$ cat src/rtl/riscv_decode_stage.sv
// RV32I decode stage: splits the fetched word into fields, builds the immediate and control bus,
// flags illegal encodings, and registers the result behind a valid/ready skid buffer.
module riscv_decode_stage #(
    parameter int NB_WORD = 32,
    parameter int NB_PC   = 16,
    parameter bit SKID_EN = 1'b1
) (
    input  logic               i_clock,
    input  logic               i_rst_n,
    input  logic               i_flush,
    input  logic               i_in_valid,
    output logic               o_in_ready,
    input  logic [NB_WORD-1:0] i_instruction,
    input  logic [NB_PC-1:0]   i_pc,
    output logic               o_out_valid,
    input  logic               i_out_ready,
    output logic [17:0]        o_ctrl,
    output logic [4:0]         o_rs1,
    output logic [4:0]         o_rs2,
    output logic [NB_WORD-1:0] o_imm,
    output logic [NB_PC-1:0]   o_pc,
    output logic               o_branch,
    output logic               o_jump,
    output logic               o_illegal
);

    typedef enum logic [6:0] {
        OP_LUI    = 7'b0110111,
        OP_AUIPC  = 7'b0010111,
        OP_JAL    = 7'b1101111,
        OP_JALR   = 7'b1100111,
        OP_BRANCH = 7'b1100011,
        OP_LOAD   = 7'b0000011,
        OP_STORE  = 7'b0100011,
        OP_IMM    = 7'b0010011,
        OP_RR     = 7'b0110011
    } opcode_e;

    typedef struct packed {
        logic [17:0]        ctrl;
        logic [4:0]         rs1;
        logic [4:0]         rs2;
        logic [NB_WORD-1:0] imm;
        logic [NB_PC-1:0]   pc;
        logic               branch;
        logic               jump;
        logic               illegal;
    } entry_t;

    logic [6:0]  opcode, funct7;
    logic [2:0]  funct3;
    logic [4:0]  rd_f, rs1_f, rs2_f;
    logic [31:0] imm_i, imm_s, imm_b, imm_u, imm_j;

    assign opcode = i_instruction[6:0];
    assign rd_f   = i_instruction[11:7];
    assign funct3 = i_instruction[14:12];
    assign rs1_f  = i_instruction[19:15];
    assign rs2_f  = i_instruction[24:20];
    assign funct7 = i_instruction[31:25];

    assign imm_i = {{20{i_instruction[31]}}, i_instruction[31:20]};
    assign imm_s = {{20{i_instruction[31]}}, i_instruction[31:25], i_instruction[11:7]};
    assign imm_b = {{20{i_instruction[31]}}, i_instruction[7], i_instruction[30:25],
                    i_instruction[11:8], 1'b0};
    assign imm_u = {i_instruction[31:12], 12'b0};
    assign imm_j = {{12{i_instruction[31]}}, i_instruction[19:12], i_instruction[20],
                    i_instruction[30:21], 1'b0};

    logic        alu_src1, alu_src2, arith_logic, dmem_rd, dmem_wr, rf_wr_op, rf_wr, wb_to_rf;
    logic        use_rs1, use_rs2, is_branch, is_jump, illegal;
    logic [2:0]  alu_op, ls_funct3;
    logic [31:0] imm_sel;
    entry_t      dec;

    always_comb begin
        // NOTE: every signal written here gets a default first, so no path can infer a latch.
        alu_src1    = 1'b0;
        alu_src2    = 1'b0;
        alu_op      = 3'b000;
        arith_logic = 1'b0;
        dmem_rd     = 1'b0;
        dmem_wr     = 1'b0;
        ls_funct3   = 3'b000;
        rf_wr_op    = 1'b0;
        wb_to_rf    = 1'b0;
        use_rs1     = 1'b0;
        use_rs2     = 1'b0;
        is_branch   = 1'b0;
        is_jump     = 1'b0;
        illegal     = 1'b0;
        imm_sel     = '0;
        case (opcode)
            OP_LUI: begin
                alu_src2 = 1'b1;
                rf_wr_op = 1'b1;
                imm_sel  = imm_u;
            end
            OP_AUIPC: begin
                alu_src1 = 1'b1;
                alu_src2 = 1'b1;
                rf_wr_op = 1'b1;
                imm_sel  = imm_u;
            end
            OP_JAL: begin
                alu_src1 = 1'b1;
                alu_src2 = 1'b1;
                rf_wr_op = 1'b1;
                is_jump  = 1'b1;
                imm_sel  = imm_j;
            end
            OP_JALR: begin
                alu_src2 = 1'b1;
                rf_wr_op = 1'b1;
                is_jump  = 1'b1;
                use_rs1  = 1'b1;
                imm_sel  = imm_i;
                illegal  = (funct3 != 3'b000);
            end
            OP_BRANCH: begin
                alu_op    = funct3;
                is_branch = 1'b1;
                use_rs1   = 1'b1;
                use_rs2   = 1'b1;
                imm_sel   = imm_b;
                illegal   = (funct3 == 3'b010) || (funct3 == 3'b011);
            end
            OP_LOAD: begin
                alu_src2  = 1'b1;
                dmem_rd   = 1'b1;
                ls_funct3 = funct3;
                rf_wr_op  = 1'b1;
                wb_to_rf  = 1'b1;
                use_rs1   = 1'b1;
                imm_sel   = imm_i;
                illegal   = (funct3 == 3'b011) || (funct3 == 3'b110) || (funct3 == 3'b111);
            end
            OP_STORE: begin
                alu_src2  = 1'b1;
                dmem_wr   = 1'b1;
                ls_funct3 = funct3;
                use_rs1   = 1'b1;
                use_rs2   = 1'b1;
                imm_sel   = imm_s;
                illegal   = (funct3 > 3'b010);
            end
            OP_IMM: begin
                alu_src2 = 1'b1;
                alu_op   = funct3;
                rf_wr_op = 1'b1;
                use_rs1  = 1'b1;
                imm_sel  = imm_i;
                // Shift-immediates reuse funct7 as an encoding field; SRAI selects arithmetic.
                if (funct3 == 3'b001) begin
                    illegal = (funct7 != 7'h00);
                end else if (funct3 == 3'b101) begin
                    arith_logic = funct7[5];
                    illegal     = (funct7 != 7'h00) && (funct7 != 7'h20);
                end
            end
            OP_RR: begin
                alu_op      = funct3;
                arith_logic = funct7[5];
                rf_wr_op    = 1'b1;
                use_rs1     = 1'b1;
                use_rs2     = 1'b1;
                illegal     = !((funct7 == 7'h00) ||
                                ((funct7 == 7'h20) && ((funct3 == 3'b000) || (funct3 == 3'b101))));
            end
            default: illegal = 1'b1;
        endcase

        rf_wr       = rf_wr_op && (rd_f != 5'd0);
        dec.ctrl    = {alu_src1, alu_src2, alu_op, arith_logic, (rf_wr ? rd_f : 5'd0),
                       dmem_rd, dmem_wr, ls_funct3, rf_wr, wb_to_rf};
        dec.rs1     = use_rs1 ? rs1_f : 5'd0;
        dec.rs2     = use_rs2 ? rs2_f : 5'd0;
        dec.imm     = NB_WORD'($signed(imm_sel));
        dec.pc      = i_pc;
        dec.branch  = is_branch;
        dec.jump    = is_jump;
        dec.illegal = illegal;
        if (illegal) begin
            dec.ctrl   = '0;
            dec.imm    = '0;
            dec.branch = 1'b0;
            dec.jump   = 1'b0;
        end
    end

    entry_t main_q, skid_q;
    logic   main_valid, skid_valid;
    logic   accept, consume;

    // Skid mode takes ready from a flop so it never combinationally depends on i_out_ready.
    assign o_in_ready = SKID_EN ? !skid_valid : (!main_valid || i_out_ready);
    assign accept     = i_in_valid && o_in_ready;
    assign consume    = main_valid && i_out_ready;

    always_ff @(posedge i_clock or negedge i_rst_n) begin
        if (!i_rst_n) begin
            // NOTE: data registers are reset as well, so every output reads 0 out of reset.
            main_valid <= 1'b0;
            skid_valid <= 1'b0;
            main_q     <= '0;
            skid_q     <= '0;
        end else if (i_flush) begin
            main_valid <= 1'b0;
            skid_valid <= 1'b0;
        end else if (consume || !main_valid) begin
            // NOTE: non-blocking updates so every flop here sees the pre-edge state.
            if (skid_valid) begin
                main_q     <= skid_q;
                main_valid <= 1'b1;
                skid_valid <= 1'b0;
            end else if (accept) begin
                main_q     <= dec;
                main_valid <= 1'b1;
            end else begin
                main_valid <= 1'b0;
            end
        end else if (accept && SKID_EN) begin
            skid_q     <= dec;
            skid_valid <= 1'b1;
        end
    end

    assign o_out_valid = main_valid;
    assign o_ctrl      = main_q.ctrl;
    assign o_rs1       = main_q.rs1;
    assign o_rs2       = main_q.rs2;
    assign o_imm       = main_q.imm;
    assign o_pc        = main_q.pc;
    assign o_branch    = main_q.branch;
    assign o_jump      = main_q.jump;
    assign o_illegal   = main_q.illegal;

endmodule

$ cat config.mk
export PLATFORM = sky130hd
export DESIGN_NAME = riscv_decode_stage
export DESIGN_NICKNAME = d
export VERILOG_FILES = /design/src/rtl/riscv_decode_stage.sv
export SDC_FILE = /design/constraint.sdc
export NUM_CORES = 1
export LEC_CHECK = 0
export ABC_CLOCK_PERIOD_IN_PS = 3700
export CAP_MARGIN = 20
export CORE_ASPECT_RATIO = 1.1
export CORE_MARGIN = 5
export CORE_UTILIZATION = 48
export DETAILED_ROUTE_END_ITERATION = 7
export PLACE_DENSITY = 0.74
export SYNTH_ARGS = -nofsm -noshare
export SYNTH_HDL_FRONTEND = slang
export SYNTH_SLANG_ARGS = --single-unit
$ cat constraint.sdc
create_clock -name i_clock -period 3.7 [get_ports i_clock]
set_clock_uncertainty 0.1 [all_clocks]
set_input_delay 0.925 -clock i_clock [delete_from_list [all_inputs] [get_ports i_clock]]
set_output_delay 0.925 -clock i_clock [all_outputs]
set_load 0.01 [all_outputs]
==> flow_summary.ini <==
[run_status]
outcome = finished, final reports clean

[floorplanning]
rows = 47
dieArea_mm2 = 0.0179
die_h_um = 140
pin_count = 134
die_w_um = 128
core-area_mm2 = 0.0151
initial_core_util = 0.488

[synth]
synth-edff-count = 0
syn_avg_cell_area_um2 = 9.05
synth_area_leader_cell = dfrtp_1
yosysWarningCount = 0
synth.cell_area_mm2 = 0.00735
synthDistinctLibCells = 54
ys_async_sr_fraction = 1.00
synthTopCellsByArea = dfrtp_1 (54%), nand2_1 (11%), o21ai_0 (7.4%), a21oi_1 (3.5%), clkbuf_1 (2.5%)
netlist_instances = 812
syn_nets = 865
ys.flop_type = dfrtp_1
ys_seq_elements = 158
synthDominantCellAreaShare = 0.538
seq_area_frac_synth = 0.538

[sta]
setup_viol_count_final = 0
finalHoldViolCount = 0
hold_ws_ps = 347
fmax_mhz = 326
finalCriticalPeriod_ps = 3070
worst_slew_pin_slew_ps = 774
slew-limit-headroom = 0.484
tns_ps = 0
finalCritPeriodShare = 0.829
rsz0062_at_grt = no
drv_slew = 0

[clocking]
clkTransAtPathRegs_ps = 60
cts.sinks = 158
h-tree-depth = 4
cts-resized-gates = 0
cts_tree = yes
clk-insertion-delay-late_ps = 420
cts_root_buf = clkbuf_16
numCtsBuffers = 17
postCtsSetupBuffers = 0
ctsHoldBuffers = 0
cts_buffer_depth = 2

[finish]
final_common_cell = nand2_1
fill_cells = 1302
nNetsFinal = 990
drive_gt1_frac = 0.0843
stdcell_count = 1145
antenna_cells = 0
final_cell_mix = nand2_1 (212), dfrtp_1 (157), clkdlybuf4s50_1 (132)
area_growth_pct = 30.2

[setup_path]
crit_type = input pin to register
cp_max_fo = 8
crit_path_start_kind = input pin
r2r-end = o_ctrl[7]
reg2reg_from = skid_valid
r2r_setup_slack_ps = 1390
crit_arrival_ps = 3290
worstSetupEndpointType = register
critPathRequiredTime_ps = 3920
reg2reg_depth = 6

[drt]
routedWlPerCell_um = 18.0
via_count = 6499
antenna_left = 0
drt_iter0_markers = 631
wl_um = 20600
via_per_inst = 5.68
drcViolationCount = 0
firstDrtPassIters = 5

[placed_design]
dp.cells = 1113
port_buffers = 133
hpwl_um = 13900
routabilityCongestion = 0.901

[power]
total_power_uw = 4210
cellLeakagePower_uw = 0.00397
p_per_area_mw_per_mm2 = 439
ir_drop_v = 0.000261

[global_route]
grt_use_total = 0.238
grt_pass1_vias = 6398
grt-ovfl-total = 0
antenna_found_initial = 0
grt_max_degree = 68
grt_pass1_wl_um = 33900

[hold_path]
min_path_type = input pin to async pin

[flow_run]
maxCapViolCount = 0
[cells by family after synthesis]
family | share of synthesized area
simple gates | 0.199
compound gates | 0.204
mux | 0.0218
buf+inv | 0.0361
flops | 0.538
xor+xnor | 0.00119
[routing by layer]
layer	part of all wire	global-route usage	wire length (um)	vias to the layer above
met4	0.025	0.0860	506	0
li1	-	-	-	3095
met5	0	0	0	-
met3	0.073	0.0567	1510	34
met1	0.44	0.331	9000	3123
met2	0.47	0.366	9590	247
[worst max path at each step]
stage | start | end | cells past startpoint | slack (ps)
after global placement | i_instruction[1] | skid_q[46] | 7 | 160
final | i_instruction[25] | skid_q[34] | 7 | 630
after CTS | i_instruction[1] | skid_q[39] | 7 | 520
after global routing | i_instruction[6] | skid_q[37] | 7 | 500
after floorplan | i_instruction[12] | skid_q[40] | 7 | 920
after detailed placement | i_instruction[1] | skid_q[39] | 7 | 100
[critical path, stage by stage]
cell and delay [ps]:
clkdlybuf4s50_1 480, or4_1 580, o32a_1 360, a21oi_4 170, buf_4 160, nand4_1 320, o21ai_0 290
[synthesized netlist by cell type, drive strengths merged, types with 2 or more instances]
cell,n
clkbuf,50
nor3b,2
a21oi,53
and3b,2
nand2,212
dfrtp,158
or4,3
o211ai,22
a211oi,14
nor3,7
nand3,23
nand2b,5
and2,2
a31oi,2
o22ai,2
and3,27
o21a,16
buf,13
a21o,2
o31ai,14
nor2,23
a22oi,4
nand4,6
mux2i,16
o21ai,110
nor2b,4
[through the flow]
stage | utilization | cell area (um^2) | worst slack (ps)
2_1_floorplan | - | 7350 | 922
3_3_place_gp | 0.599 | 9020 | 160
3_5_place_dp | 0.599 | 9020 | 104
4_1_cts | 0.635 | 9560 | 518
5_1_grt | 0.636 | 9570 | 498
6_report | 0.636 | 9570 | 634
[sequential cells by signal, indices dropped and copies added (netlist names)]
register,flops
o_out_valid,1
o_pc,16
o_rs1,5
o_illegal,1
skid_valid,1
o_branch,1
o_ctrl,17
o_rs2,5
o_imm,32
skid_q,78
o_jump,1
[area by class of cell]
cell class,instances,area (um^2),area share
clock inverter,7,55.1,0.00575
inverter,1,3.75,0.000392
multi-input combinational,590,3150,0.329
timing repair buffer,169,1670,0.174
sequential,158,3960,0.414
tap,196,245,0.0256
clock buffer,24,492,0.0514
[power by group]
group	internal, uW	switching (uW)
clock network	930	683
logic	310	317
registers	1880	83.8
total	3120	1080
Note: power is estimated with default switching activity, not from simulation.
